==> src/rtl/demux_stream_pkg.sv <==
// Shared definitions for the demux_stream block.
//
// Contents:
//   DATA_WIDTH        default width of the data path
//   CNT_WIDTH_DEFAULT default width of the per-output delivery counters
//   SEL_OUT1/SEL_OUT2 values of the select input that address each output
//   slot_state_e      state encoding of a one-entry output slot

package demux_stream_pkg;

  localparam int unsigned DATA_WIDTH        = 32;
  localparam int unsigned CNT_WIDTH_DEFAULT = 16;

  localparam logic SEL_OUT1 = 1'b0;
  localparam logic SEL_OUT2 = 1'b1;

  // EMPTY: nothing held, valid low. FULL: one undelivered transaction, valid high.
  typedef enum logic {
    StEmpty = 1'b0,
    StFull  = 1'b1
  } slot_state_e;

endpackage

==> src/rtl/demux_stream_slot.sv <==
// One-entry output slot of the demux_stream block.
//
// Holds a single transaction for one destination, presents it with a valid
// flag until the destination takes it, and counts delivered transactions.
//
// Ports:
//   clk_i    clock, all state changes on the rising edge
//   reset_i  synchronous active-high reset; discards held data, clears counter
//   load_i   write data_i into the slot on this edge
//   data_i   transaction data to load
//   ready_i  destination takes the held transaction on this edge
//   valid_o  slot holds an undelivered transaction
//   data_o   held transaction data
//   count_o  number of transactions delivered (wraps silently)

module demux_stream_slot
  import demux_stream_pkg::*;
#(
  parameter int unsigned Width    = DATA_WIDTH,
  parameter int unsigned CntWidth = CNT_WIDTH_DEFAULT
) (
  input  logic                clk_i,
  input  logic                reset_i,
  input  logic                load_i,
  input  logic [Width-1:0]    data_i,
  input  logic                ready_i,
  output logic                valid_o,
  output logic [Width-1:0]    data_o,
  output logic [CntWidth-1:0] count_o
);

  slot_state_e         state_q;
  logic [Width-1:0]    data_q;
  logic [CntWidth-1:0] count_q;

  // The parent only asserts load_i when the slot is empty or draining this
  // cycle, so a load into a FULL slot always coincides with a delivery.
  always_ff @(posedge clk_i) begin
    if (reset_i) begin
      state_q <= StEmpty;
      data_q  <= '0;
      count_q <= '0;
    end else begin
      // A delivery is a handshake on a FULL slot; ready while EMPTY is ignored.
      if ((state_q == StFull) && ready_i) begin
        count_q <= count_q + CntWidth'(1);
      end
      case (state_q)
        StEmpty: begin
          if (load_i) begin
            data_q  <= data_i;
            state_q <= StFull;
          end
        end
        StFull: begin
          if (load_i) begin
            // Drain and refill on the same edge: stay FULL with new data.
            data_q <= data_i;
          end else if (ready_i) begin
            state_q <= StEmpty;
          end
        end
        default: state_q <= StEmpty;
      endcase
    end
  end

  assign valid_o = (state_q == StFull);
  assign data_o  = data_q;
  assign count_o = count_q;

endmodule

==> src/rtl/demux_stream.sv <==
// 1-to-2 stream demultiplexer with ready/valid handshake.
//
// Each accepted input transaction is steered by select to one of two
// one-entry output slots (select=0 -> out1, select=1 -> out2). Each slot
// gives one cycle of latency and independent back-pressure, so a stalled
// destination never blocks traffic addressed to the other one.
//
// Ports:
//   clk          clock, rising edge
//   reset        synchronous active-high reset
//   in_data      source data
//   select       destination of the offered transaction
//   in_valid     source offers a transaction
//   in_ready     selected slot can take a transaction this cycle
//   out1/out2    held data for destination 1/2
//   outN_valid   slot N holds an undelivered transaction
//   outN_ready   destination N takes the transaction
//   count1/2     transactions delivered on out1/out2

module demux_stream
  import demux_stream_pkg::*;
#(
  parameter int unsigned WIDTH     = DATA_WIDTH,
  parameter int unsigned CNT_WIDTH = CNT_WIDTH_DEFAULT
) (
  input  logic                 clk,
  input  logic                 reset,
  input  logic [WIDTH-1:0]     in_data,
  input  logic                 select,
  input  logic                 in_valid,
  output logic                 in_ready,
  output logic [WIDTH-1:0]     out1,
  output logic                 out1_valid,
  input  logic                 out1_ready,
  output logic [WIDTH-1:0]     out2,
  output logic                 out2_valid,
  input  logic                 out2_ready,
  output logic [CNT_WIDTH-1:0] count1,
  output logic [CNT_WIDTH-1:0] count2
);

  logic slot1_free;
  logic slot2_free;
  logic accept;
  logic load1;
  logic load2;

  // A slot can take data if it is empty or its destination drains it on the
  // same edge. Only the addressed slot matters; in_valid is not involved.
  assign slot1_free = ~out1_valid | out1_ready;
  assign slot2_free = ~out2_valid | out2_ready;

  always_comb begin
    in_ready = slot1_free;
    if (select == SEL_OUT2) begin
      in_ready = slot2_free;
    end
  end

  assign accept = in_valid & in_ready;
  assign load1  = accept & (select == SEL_OUT1);
  assign load2  = accept & (select == SEL_OUT2);

  demux_stream_slot #(
    .Width    (WIDTH),
    .CntWidth (CNT_WIDTH)
  ) u_slot1 (
    .clk_i   (clk),
    .reset_i (reset),
    .load_i  (load1),
    .data_i  (in_data),
    .ready_i (out1_ready),
    .valid_o (out1_valid),
    .data_o  (out1),
    .count_o (count1)
  );

  demux_stream_slot #(
    .Width    (WIDTH),
    .CntWidth (CNT_WIDTH)
  ) u_slot2 (
    .clk_i   (clk),
    .reset_i (reset),
    .load_i  (load2),
    .data_i  (in_data),
    .ready_i (out2_ready),
    .valid_o (out2_valid),
    .data_o  (out2),
    .count_o (count2)
  );

endmodule

==> config.mk <==
export PLATFORM = sky130hd
export DESIGN_NAME = demux_stream
export DESIGN_NICKNAME = d
export VERILOG_FILES = /design/src/rtl/demux_stream_pkg.sv /design/src/rtl/demux_stream_slot.sv /design/src/rtl/demux_stream.sv
export SDC_FILE = /design/constraint.sdc
export NUM_CORES = 1
export LEC_CHECK = 0
export CAP_MARGIN = 25
export CORE_MARGIN = 2
export CORE_UTILIZATION = 47
export DETAILED_ROUTE_END_ITERATION = 10
export PLACE_DENSITY = 0.84
export RECOVER_POWER = 100
export SKIP_CTS_REPAIR_TIMING = 1
export SYNTH_ARGS = -nofsm -noshare
export SYNTH_HDL_FRONTEND = slang
export SYNTH_SLANG_ARGS = --single-unit
export TNS_END_PERCENT = 100
==> constraint.sdc <==
create_clock -name clk -period 4.12 [get_ports clk]
set_input_delay 0.618 -clock clk [delete_from_list [all_inputs] [get_ports clk]]
set_output_delay 0.618 -clock clk [all_outputs]
set_load 0.05 [all_outputs]
[After elaboration in Yosys (flattened, before gate mapping)]
Index checks and enable logic that the tools add are counted.
Cells by class
  $add $sub $neg: 2
  multiplexer cells: 11
  bitwise logic cells: 8
  reductions and logical operators: 2
Operators by type and width (count)
  32-bit two-way mux: 2
  16-bit by 1-bit adder with 16-bit output (second input constant): 2
  1-bit two-way mux: 7
  1-bit case mux with 2 select lines: 2
  1-bit bitwise AND: 3
  1-bit NOT: 3
  1-bit logical AND: 2
  1-bit OR: 2
Word-level totals
  register bits after elaboration: 98
  bits of input ports: 38
  output and inout port bits: 99
  logic and storage cells: 29

[Longest topological paths before layout]
  word-level depth: 7
  mapped depth: 6
  depth with buffers taken out: 5

[Modules after synthesis]
A second synthesis with hierarchy kept.
Unflattened totals
  cells, all modules: 389
  area total of the unflattened synthesis: 3811.2 um^2
Modules (own cells, without submodules)
  demux_stream_slot: instances 2, cells an instance 191, area an instance 1883.1 um^2, seq. area each 980.9 um^2
  demux_stream: instances 1, cells an instance 7, area an instance 45.0 um^2, seq. area each 0.0 um^2

[Worst setup path after synthesis]
No wires, ideal clock.
  path kind: reg-to-reg
  start: register u_slot1.count_q[6] (netlist: u_slot1.count_o[6])
  end: register u_slot1.count_q[15] (netlist: u_slot1.count_o[15])
  library setup time: 0.070 ns
  arrival time: 2.005 ns
  data required time: 4.050 ns
  path slack: 2.044 ns
  stages on the path, launching flop included: 5
  buffers on the path: 0
  period minus slack after synthesis: 2.076 ns
  cell sequence: dfxtp_1 -> nand4_1 -> or3_1 -> or4_1 -> a21oi_1
On the way
  cells in the longest elaborated chain, start to end: 1
RTL lines
  from (decl): line demux_stream_slot.sv:34  | logic [CntWidth-1:0] count_q;
  from (signal assigned): line demux_stream_slot.sv:46  | count_q <= count_q + CntWidth'(1);
  16-bit by 1-bit adder with 16-bit output: line demux_stream_slot.sv:46
No other way between the ends.
A chain may end at the register's enable or synchronous reset.

[Final worst setup path]
  start: input port out2_ready
  end: output port in_ready
On the way
  cells in the longest elaborated chain, start to end: 2
RTL lines
  from (decl): line demux_stream.sv:37  | input logic out2_ready,
  1-bit OR: line demux_stream.sv:51  | assign slot2_free = ~out2_valid | out2_ready;
  1-bit two-way mux: line demux_stream.sv:55  | if (select == SEL_OUT2) begin
  to (decl): line demux_stream.sv:31  | output logic in_ready,
No other way between the ends.

==> results_dict.tcl <==
set metrics [dict create \
    core-area_mm2 0.00765 \
    power_density_mw_per_mm2 362 \
    cts-buffers-inserted 9 \
    ir_drop_mv 0.270 \
    drive_above_1_share_pct 4.29 \
    worstMarginPinSlew_ps 2040 \
    h-tree-depth 3 \
    ant_nets 0 \
    yosysMostFrequentCell "nand2_1" \
    rsz0062_at_grt "false" \
    violations "capacitance limit, slew limit" \
    io_pins 137 \
    setup_viol 0 \
    power_mw 1.92 \
    preCtsSetupSlack_ps 1130 \
    critPathTopFamily "buffers and inverters" \
    die-area_mm2 0.00856 \
    n_antenna_cell 0 \
    drt-initial-drc-count 115 \
    cpMaxStageDelayCell "dlygate4sd3_1" \
    max_slew_margin_pct -36.1 \
    hold_class "flop to flop" \
    fmax_mhz 317 \
    final_cells 685 \
    synth_seq_cells 98 \
    die_w_um 92.5 \
    grt_pass1_wl_um 15800 \
    path_clk_slew_ps 90 \
    cap_violations 1 \
    synth_async_sr_flop_share_pct 0 \
    cts_buffer_depth 2 \
    power.leakage_nw 2.13 \
    start_kind "primary input" \
    dp_cells 669 \
    synth_edf_count 0 \
    syn-cell-area_mm2 0.00368 \
    crit_path_end "in_ready" \
    start_util_pct 48.1 \
    gp_congestion 0.813 \
    worstSetupStartpoint "out2_ready" \
    grt_overflow 0 \
    syn-num-nets 491 \
    regArea_mm2 0.00196 \
    yosysUniqueCellTypes 30 \
    synth_top_area_share_pct 53.3 \
    crit_fanout 6 \
    endpoint_kind "output port" \
    path_depth 4 \
    worstReg2RegEnd "u_slot2.data_o[6]$_SDFFE_PP0P_" \
    antenna_found_initial 0 \
    fillCellCount 621 \
    slowest_delay_ps 900 \
    yosys-top-cells-count "nand2_1, dfxtp_1, a21oi_1" \
    worst_ep_required_time_ps 3500 \
    grt_max_degree 51 \
    multi_input_area_mm2 0.00161 \
    min_period_ps 3150 \
    cp_cell_sequence "dlygate4sd3_1 -> nand2b_1 -> mux2_2 -> dlygate4sd3_1" \
    grt_usage_pct 23.1 \
    ys_warn_count 0 \
    die_h_um 92.5 \
    dp_hpwl_um 6790 \
    clk_latency_ps 360 \
    setup_tns_ps 0 \
    num-nets-final 618 \
    synth_area_leaders "dfxtp_1, nand2_1, a21oi_1" \
    synth_top_flop_cell "dfxtp_1" \
    first_global_vias 3312 \
    yosysSeqAreaShare_pct 53.3 \
    period_share_pct 76.5 \
    route.detailed.drc 0 \
    r2r_start "u_slot2.valid_o$_SDFF_PP0_" \
    finalInstanceArea_mm2 0.00530 \
    post-route-util_pct 69.3 \
    status "finished with violations" \
    cts_sinks 98 \
    worstPathArrival_ps 2530 \
    drt-total-wl_um 9580 \
    fin_hold_ws_ps 456 \
    critPathBufInv 2 \
    place_area_mm2 0.00511 \
    setup_ws_ps 968 \
    wl_per_cell_um 14.0 \
    vias 3514 \
    r2r_setup_slack_ps 1820 \
    yosysTopAreaCell "dfxtp_1" \
    syn2layout_area_growth_pct 44.1 \
    syn_inst 451 \
    num_rows 32 \
    avgSynthCellArea_um2 8.16 \
    crit_type "primary input to output port" \
    worst_clock_skew_ps 11.1 \
    routed_via_density 5.13 \
    drtPass1Iterations 4 \
    slew_viol_final 50 \
    cts_root_buf "clkbuf_8" \
    critPathMostFrequentCell "dlygate4sd3_1" \
    reg2regPathDepth 5 \
    portBuffers 136 \
    hold_violations 0 \
    cts_tree "done" \
]
[cell usage in the layout, fill, tap and decap left out, types with 3 or more instances in the layout]
cell type and instances:
dlygate4sd3_1 101, nor3_1 6, or3_1 6, nor2_1 23, inv_1 3, xor2_1 12, nor4_1 3, clkdlybuf4s50_1 34
and4_1 4, nand2_1 144, clkbuf_8 11, dfxtp_1 98, nand3_1 10, clkbuf_1 4, xnor2_1 10, a21oi_1 76
nand4_1 8, o21ai_0 6
[report_power, final]
group	switching (mW)	internal (mW)
Sequential	0.0167	0.978
Combinational	0.194	0.0932
Clock	0.324	0.313
[worst reg2reg max path, cell delays in order (launching register included)]
cell and delay [ps]:
dfxtp_1 370, nand2b_1 170, and3_1 320, clkbuf_1 990, nand2_1 160, a21oi_1 180
[flip-flops by register name, indices dropped and copies added (netlist names)]
name / cells
u_slot1.count_o: 16
u_slot1.data_o: 32
u_slot1.valid_o: 1
u_slot2.count_o: 16
u_slot2.data_o: 32
u_slot2.valid_o: 1
[cell type report]
type | count | area share, %
clock buffer | 12 | 2.93
clock inverter | 4 | 0.944
inverter | 3 | 0.212
multi-input combinational | 325 | 30.4
sequential | 98 | 37.0
tap | 102 | 2.41
timing repair buffer | 141 | 26.1
[worst min path at each step]
stage	from	depth (start not counted)	endpoint	slack (ps)
finish	u_slot2.data_o[23]$_SDFFE_PP0P_	2	u_slot2.data_o[23]$_SDFFE_PP0P_	460
CTS	u_slot2.data_o[23]$_SDFFE_PP0P_	2	u_slot2.data_o[23]$_SDFFE_PP0P_	460
floorplan	u_slot2.data_o[22]$_SDFFE_PP0P_	2	u_slot2.data_o[22]$_SDFFE_PP0P_	680
detailed placement	u_slot2.data_o[23]$_SDFFE_PP0P_	2	u_slot2.data_o[23]$_SDFFE_PP0P_	450
global route	u_slot2.data_o[23]$_SDFFE_PP0P_	2	u_slot2.data_o[23]$_SDFFE_PP0P_	470
global placement	u_slot1.data_o[13]$_SDFFE_PP0P_	2	u_slot1.data_o[13]$_SDFFE_PP0P_	440
[cell families (layout without fill, tap and decap cells)]
family                     after synthesis  count (layout)  synth area share, %
DFF                                     98              98                 53.3
and+or+nand+nor                        216             216                 26.0
adders and majority gates                2               2                0.680
AOI/OAI and AO/OA                       84              84                 11.6
buffers and inverters                   28             160                 2.86
muxes                                    1               1                0.306
xor gates and xnor gates                22              22                 5.23
[routing by layer]
layer  up-vias  part of all wire (%)  track usage [%]
met3        13                   9.6             8.62
met4         0                   1.4             9.33
met1      1619                    42             27.8
met5         -                     0                0
li1       1751                     -                -
met2       131                    47             37.5
No activity file was read; power rests on OpenSTA's default activity.
